[config.mk]
export PLATFORM = sky130hd
export DESIGN_NAME = ram_arb2
export DESIGN_NICKNAME = d
export VERILOG_FILES = /design/src/rtl/ram_arb_pkg.sv /design/src/rtl/rr_arb2.sv /design/src/rtl/ram_arb2.sv
export SDC_FILE = /design/constraint.sdc
export NUM_CORES = 1
export LEC_CHECK = 0
export BUFFER_PORTS_ARGS = -buffer_cell sky130_fd_sc_hd__buf_2
export CORE_MARGIN = 8
export CORE_UTILIZATION = 39
export CTS_CLUSTER_DIAMETER = 200
export DETAILED_ROUTE_END_ITERATION = 10
export GPL_TIMING_DRIVEN = 0
export MAX_ROUTING_LAYER = met4
export PLACE_DENSITY = 0.87
export SLEW_MARGIN = 10
export SYNTH_ARGS = -nofsm -noshare
export SYNTH_HDL_FRONTEND = slang
export SYNTH_HIERARCHICAL = 1
export SYNTH_SLANG_ARGS = --single-unit
[constraint.sdc]
create_clock -name clk -period 2.8 [get_ports clk]
set_clock_uncertainty 0.15 [all_clocks]
set_input_delay 0.56 -clock clk [delete_from_list [all_inputs] [get_ports clk]]
set_output_delay 0.56 -clock clk [all_outputs]
set_load 0.01 [all_outputs]
[src/rtl/ram_arb_pkg.sv]
// Shared widths and requester identifiers for the two-port RAM arbiter.
package ram_arb_pkg;

   localparam int unsigned ADDR_W = 10;
   localparam int unsigned DATA_W = 8;

   typedef enum logic {
      REQ0 = 1'b0,
      REQ1 = 1'b1
   } req_id_t;

endpackage

[src/rtl/rr_arb2.sv]
// Two-way round-robin arbiter; the last winner drops to lowest priority.
module rr_arb2
   import ram_arb_pkg::*;
(
   input  logic       clk,
   input  logic       rst_n,
   input  logic [1:0] req,
   output logic [1:0] gnt,
   output logic       gnt_id
);

   req_id_t ptr_q, ptr_d;

   // Grants are suppressed while reset is asserted
   always_comb begin
      gnt    = 2'b00;
      gnt_id = 1'b0;
      ptr_d  = ptr_q;
      if (rst_n) begin
         if (req[0] && (!req[1] || (ptr_q == REQ0))) begin
            gnt    = 2'b01;
            gnt_id = 1'b0;
            ptr_d  = REQ1;
         end else if (req[1]) begin
            gnt    = 2'b10;
            gnt_id = 1'b1;
            ptr_d  = REQ0;
         end
      end
   end

   always_ff @(posedge clk or negedge rst_n) begin
      if (!rst_n) begin
         ptr_q <= REQ0;
      end else begin
         ptr_q <= ptr_d;
      end
   end

endmodule

[src/rtl/ram_arb2.sv]
// Serialises two masters onto one synchronous single-port RAM and routes
// read data back to the issuing master one cycle after its grant.
module ram_arb2
   import ram_arb_pkg::*;
(
   input  logic              clk,
   input  logic              rst_n,
   input  logic              req0,
   input  logic              we0,
   input  logic [ADDR_W-1:0] addr0,
   input  logic [DATA_W-1:0] wdata0,
   output logic              gnt0,
   output logic              rvalid0,
   output logic [DATA_W-1:0] rdata0,
   input  logic              req1,
   input  logic              we1,
   input  logic [ADDR_W-1:0] addr1,
   input  logic [DATA_W-1:0] wdata1,
   output logic              gnt1,
   output logic              rvalid1,
   output logic [DATA_W-1:0] rdata1,
   output logic [ADDR_W-1:0] mem_addr,
   output logic [DATA_W-1:0] mem_din,
   output logic              mem_w_en,
   input  logic [DATA_W-1:0] mem_dout
);

   logic [1:0]        gnt;
   logic              gnt_id;
   logic              win_we;
   logic              rd_pend_q, rd_pend_d;
   req_id_t           rd_tag_q, rd_tag_d;
   logic [DATA_W-1:0] rdata0_q, rdata0_d;
   logic [DATA_W-1:0] rdata1_q, rdata1_d;

   rr_arb2 u_arb (
      .clk    (clk),
      .rst_n  (rst_n),
      .req    ({req1, req0}),
      .gnt    (gnt),
      .gnt_id (gnt_id)
   );

   assign gnt0   = gnt[0];
   assign gnt1   = gnt[1];
   assign win_we = gnt_id ? we1 : we0;

   // RAM port mux; idle cycles park the port at zero
   always_comb begin
      mem_addr = '0;
      mem_din  = '0;
      mem_w_en = 1'b0;
      if (gnt[0]) begin
         mem_addr = addr0;
         mem_din  = wdata0;
         mem_w_en = we0;
      end else if (gnt[1]) begin
         mem_addr = addr1;
         mem_din  = wdata1;
         mem_w_en = we1;
      end
   end

   // Read tag: remembers who owns the data the RAM returns next cycle
   always_comb begin
      rd_pend_d = (|gnt) && !win_we;
      rd_tag_d  = req_id_t'(gnt_id);
   end

   assign rvalid0  = rd_pend_q && (rd_tag_q == REQ0);
   assign rvalid1  = rd_pend_q && (rd_tag_q == REQ1);
   assign rdata0_d = rvalid0 ? mem_dout : rdata0_q;
   assign rdata1_d = rvalid1 ? mem_dout : rdata1_q;
   assign rdata0   = rdata0_d;
   assign rdata1   = rdata1_d;

   always_ff @(posedge clk or negedge rst_n) begin
      if (!rst_n) begin
         rd_pend_q <= 1'b0;
         rd_tag_q  <= REQ0;
         rdata0_q  <= '0;
         rdata1_q  <= '0;
      end else begin
         rd_pend_q <= rd_pend_d;
         rd_tag_q  <= rd_tag_d;
         rdata0_q  <= rdata0_d;
         rdata1_q  <= rdata1_d;
      end
   end

endmodule

# Word level (Yosys, flattened, before mapping)
# Index checks and enable logic that the tools add are counted.
[totals] regBits=19 latchBits=0 ram_bits=0 mem_bits_ro=0 in_bits=50 elab_cells=34 memories=0
[op_classes] add_sub_neg=0 mul=0 div=0 magnitude_cmp=0 eq_ne=0 n_shift=0 mux=17 bitwise=2 n_reduce_logical=10
[ops] cell="two-way mux 8 bit" n=4
[ops] cell="two-way mux 10 bit" n=2
[ops] cell="two-way mux 1 bit" n=8
[ops] cell="two-way mux 2 bit" n=3
[ops] cell="logical AND 1 bit" n=4
[ops] cell="zero test 1 bit" n=2
[ops] cell="NOT 1 bit" n=2
[ops] cell="AND reduction 2 bit" n=1
[ops] cell="nonzero test 2 bit" n=1
[ops] cell="OR reduction 2 bit" n=1
[ops] cell="logical OR 1 bit" n=1

# Depth between registers and ports, before layout
[logic_depth] ltp_word=8 ltp_mapped=7 mapped_depth_nobuf=4

# Hierarchy
# Netlist, hierarchy kept.
[modules_own_cells] mod="ram_arb2" n_inst=1 cells_per_inst=67 area_each_um2=920.9
[modules_own_cells] mod="rr_arb2" n_inst=1 cells_per_inst=9 area_each_um2=68.8

# Worst setup path before layout
# OpenSTA, ideal clock, no wires.
[synth_timing] path_kind="input port to output port" startpoint="input rst_n" endpoint="output mem_addr[4]" arrival_ns=1.540 required_time_ns=2.090 setup_slack_ns=0.550 cell_stages=6 n_path_buf=2 path_cell_list="nand2_1 a21oi_1 nor2b_2 buf_6 buf_6 a22o_1"
[synth_via] elab_cells_between_ends=3 cone_classes="3 x mux"
[synth_lines] element="start, declared" line_no="ram_arb2.sv:7" text="input logic rst_n,"
[synth_lines] element="two-way mux 2 bit" line_no="rr_arb2.sv:19" text="if (rst_n) begin"
[synth_lines] element="net gnt0" line_no="ram_arb2.sv:12" text="output logic gnt0,"
[synth_lines] element="two-way mux 10 bit" line_no="ram_arb2.sv:53" text="if (gnt[0]) begin"
[synth_lines] element="end, declared" line_no="ram_arb2.sv:22" text="output logic [ADDR_W-1:0] mem_addr,"
# The timed path passes the listed nets, and every way through them passes these cells.

# Worst setup path in the final report
[layout_timing] startpoint="register u_arb.ptr_q" endpoint="output mem_din[3]"
[layout_via] elab_chain_len=7
[layout_rtl] element="start, declared" line_no="rr_arb2.sv:12" text="req_id_t ptr_q, ptr_d;"
[layout_rtl] element="start signal, assigned" line_no="rr_arb2.sv:36" text="ptr_q <= ptr_d;"
[layout_rtl] element="NOT 1 bit *" line_no="rr_arb2.sv:20" text="if (req[0] && (!req[1] || (ptr_q == REQ0))) begin"
[layout_rtl] element="logical OR 1 bit *" line_no="rr_arb2.sv:20"
[layout_rtl] element="logical AND 1 bit *" line_no="rr_arb2.sv:20"
[layout_rtl] element="two-way mux 2 bit *" line_no="rr_arb2.sv:20"
[layout_rtl] element="two-way mux 2 bit *" line_no="rr_arb2.sv:19"
[layout_rtl] element="two-way mux 8 bit" line_no="ram_arb2.sv:57" text="end else if (gnt[1]) begin"
[layout_rtl] element="two-way mux 8 bit *" line_no="ram_arb2.sv:53"
[layout_rtl] element="end, declared" line_no="ram_arb2.sv:23" text="output logic [DATA_W-1:0] mem_din,"
# Every way passes the cells marked *; elsewhere a longest branch is shown, timed or not.

==> impl_metrics.toml <==
[outcome]
outcome = "completed"

[pwr]
leakage_nw = 0.882
powerDensity_nw_per_um2 = 593
p_switching_mw = 0.282
internal_power_mw = 0.612
switching_share = 0.316
ir_drop_mv = 0.348
pwr-share-clk = 0.145
p_seq_frac = 0.425
pwr-share-comb = 0.431

[route]
wl_per_cell_um = 16.1
wl_um = 3210
first_iter_violations = 25
vias = 977
first_pass_iters = 3
drt-vias-per-instance = 4.91
ant_nets = 0
route.detailed.drc = 0

[global_route]
grt_overflow = 0
globalRouteMet1Util = 0.169
grt_pass1_vias = 1116
grt_use_total = 0.157
grt_first_pass_wirelength_um = 5260
use_met2 = 0.258
top_usage_layer = "met2"
antenna_found_initial = 0
grt.met3_usage = 0.0678
grt_max_degree = 20

[logic_synthesis]
ys.warnings.count = 6
syn_inst = 76
synth_edf_count = 0
synth_area_um2 = 990
ys_seq_area_frac = 0.480
synth_fp_nets = 126
synth_area_per_cell_um2 = 13.0
yosysMostFrequentCell = "dfrtp_1"
ys_top_cells_by_area = "dfrtp_1 (48%), a22o_1 (16%), mux2_4 (12%)"
synth.distinct_cells = 18
synth_top_flop_cell = "dfrtp_1"
synthDominantCellAreaShare = 0.480
synth-seq-cells = 19
async_flop_share = 1.00
synth_largest_area_cell = "dfrtp_1"
synth_common_cells = "dfrtp_1 (19), a22o_1 (18), mux2_2 (8), mux2_4 (8), nand2_1 (4)"

[clocking]
cts_tree = "done"
cts_setup_buffers = 0
cts.sinks = 19
insertion_delay_ps = 290
clk_pin_slew_ps = 100
htree_levels = 1
numCtsBuffers = 3
cts-root-buf = "clkbuf_4"
clk_path_buf_depth = 2

[worst_setup_path]
crit_type = "flop to output pin"
rr_endpoint = "rd_pend_q$_DFF_PN0_"
cp-endpoint = "mem_din[3]"
cp-startpoint = "u_arb/ptr_q$_DFFE_PN0P_"
cp_max_fo = 10
crit_required_ps = 2090
reg2reg_depth = 3
ff2ff_setup_slack_ps = 1450
endpoint_kind = "output pin"
arrival_ps = 1850
startpoint_type = "flop"
regToRegStartpoint = "u_arb/ptr_q$_DFFE_PN0P_"

[hold_path]
hold_depth = 2
min_path_type = "primary input to flop"

[sta]
max_slew_margin = 0.465
drv_slew = 0
setup_viol = 0
hold_viol = 0
fin_crit_ps = 2560
worst_slew_pin_slew_ps = 800
post-route-period-util = 0.915
grt_setup_unrepaired = "false"
fin_ws_ps = 239
max_freq_ghz = 0.390

[final_layout]
antennaDiodeCount = 0
drive_gt1_frac = 0.692
syn2layout_area_growth_pct = 52.3
final_nets = 220
design_area_um2 = 1510

[placed_design]
dpl-instance-area_um2 = 1470
routabilityCongestion = 0.789
hpwl_um = 2740
place_ws_ps = -92.5
io_buffer_count = 88

[floorplanning]
io_pins = 89
die_area_um2 = 4410
die_y_um = 66.4
start_util = 0.407
fp.dieW_um = 66.4
placementRows = 18
coreArea_um2 = 2430

[run]
drv_cap = 0
[critical path: stages (launching register included)]
cell,delay [ps]
dfrtp_1,370
inv_1,70
a21oi_1,260
buf_4,180
nor2b_2,140
buf_6,140
buf_6,140
a22o_1,130
buf_2,130
[routing by layer]
layer  vias up  wire length, µm  part of all wire
li1        468                -                 -
met1       442             1270              0.40
met2        67             1520              0.47
met3         0              417              0.13
met4         0                0                 0
met5         -                0                 0
[placed cells by master, fill, tap and decap left out, types with 2 or more instances in the layout]
cell type  instances
dfrtp_1           19
buf_4              2
a22o_1            18
inv_1              3
buf_6              3
mux2_4             8
mux2_2             8
buf_2             89
nand2_1            4
clkbuf_4           3
a21oi_1            2
[worst min path at each step]
| stage | slack, ps | from | endpoint |
|---|---|---|---|
| 6_report | 350 | req0 | rd_tag_q$_DFF_PN0_ |
| 5_1_grt | 350 | req0 | rd_tag_q$_DFF_PN0_ |
| 4_1_cts | 330 | req0 | rd_tag_q$_DFF_PN0_ |
| 3_5_place_dp | 330 | rdata0_q[0]$_DFF_PN0_ | rdata0_q[0]$_DFF_PN0_ |
| 3_3_place_gp | 320 | rdata0_q[1]$_DFF_PN0_ | rdata0_q[1]$_DFF_PN0_ |
| 2_1_floorplan | 110 | rst_n | rd_pend_q$_DFF_PN0_ |
[cells by family (layout without fill, tap and decap cells)]
kind of cell | after synthesis | in the layout | share of synthesized area
compound gates | 23 | 23 | 0.191
simple gates | 8 | 8 | 0.0430
buf+inv | 9 | 102 | 0.0632
flops | 19 | 19 | 0.480
mux | 17 | 17 | 0.223
[layout make-up]
type / instances / area (µm²)
inverter: 3 / 11.3
clock inverter: 1 / 5.00
timing repair buffer: 89 / 453
buffer: 6 / 51.3
fill: 217 / 925
sequential: 19 / 475
multi-input combinational: 48 / 452
tap: 30 / 37.5
clock buffer: 3 / 22.5
[metrics by stage]
step / instances / power, mW / hold WS, ps / setup TNS (ps) / utilization
after global placement: 194 / 0.756 / 322 / -204 / 0.603
after floorplan: 76 / 0.602 / 114 / 0 / -
after CTS: 199 / 0.913 / 335 / 0 / 0.620
after global routing: 199 / 0.963 / 349 / 0 / 0.620
final: 199 / 0.894 / 346 / 0 / 0.620
after detailed placement: 194 / 0.777 / 331 / -705 / 0.603
[state kept, by name, summed over array words and instances, names as in the netlist]
name,count
u_arb/ptr_q,1
rdata1_q,8
rd_pend_q,1
rdata0_q,8
rd_tag_q,1
[power groups by stage]
stage | clock (mW) | combinational (mW) | sequential (mW)
3_3_place_gp | 0 | 0.378 | 0.378
2_1_floorplan | 0 | 0.226 | 0.375
4_1_cts | 0.139 | 0.394 | 0.380
5_1_grt | 0.151 | 0.424 | 0.388
6_report | 0.130 | 0.385 | 0.380
3_5_place_dp | 0 | 0.391 | 0.386
[repair_timing]
item	in CTS	in global routing
hold endpoints to repair	19	0
hold buffers	1	0
resized for setup	1	0
setup endpoints to repair	10	0
Power figures use the tool's default switching activity.
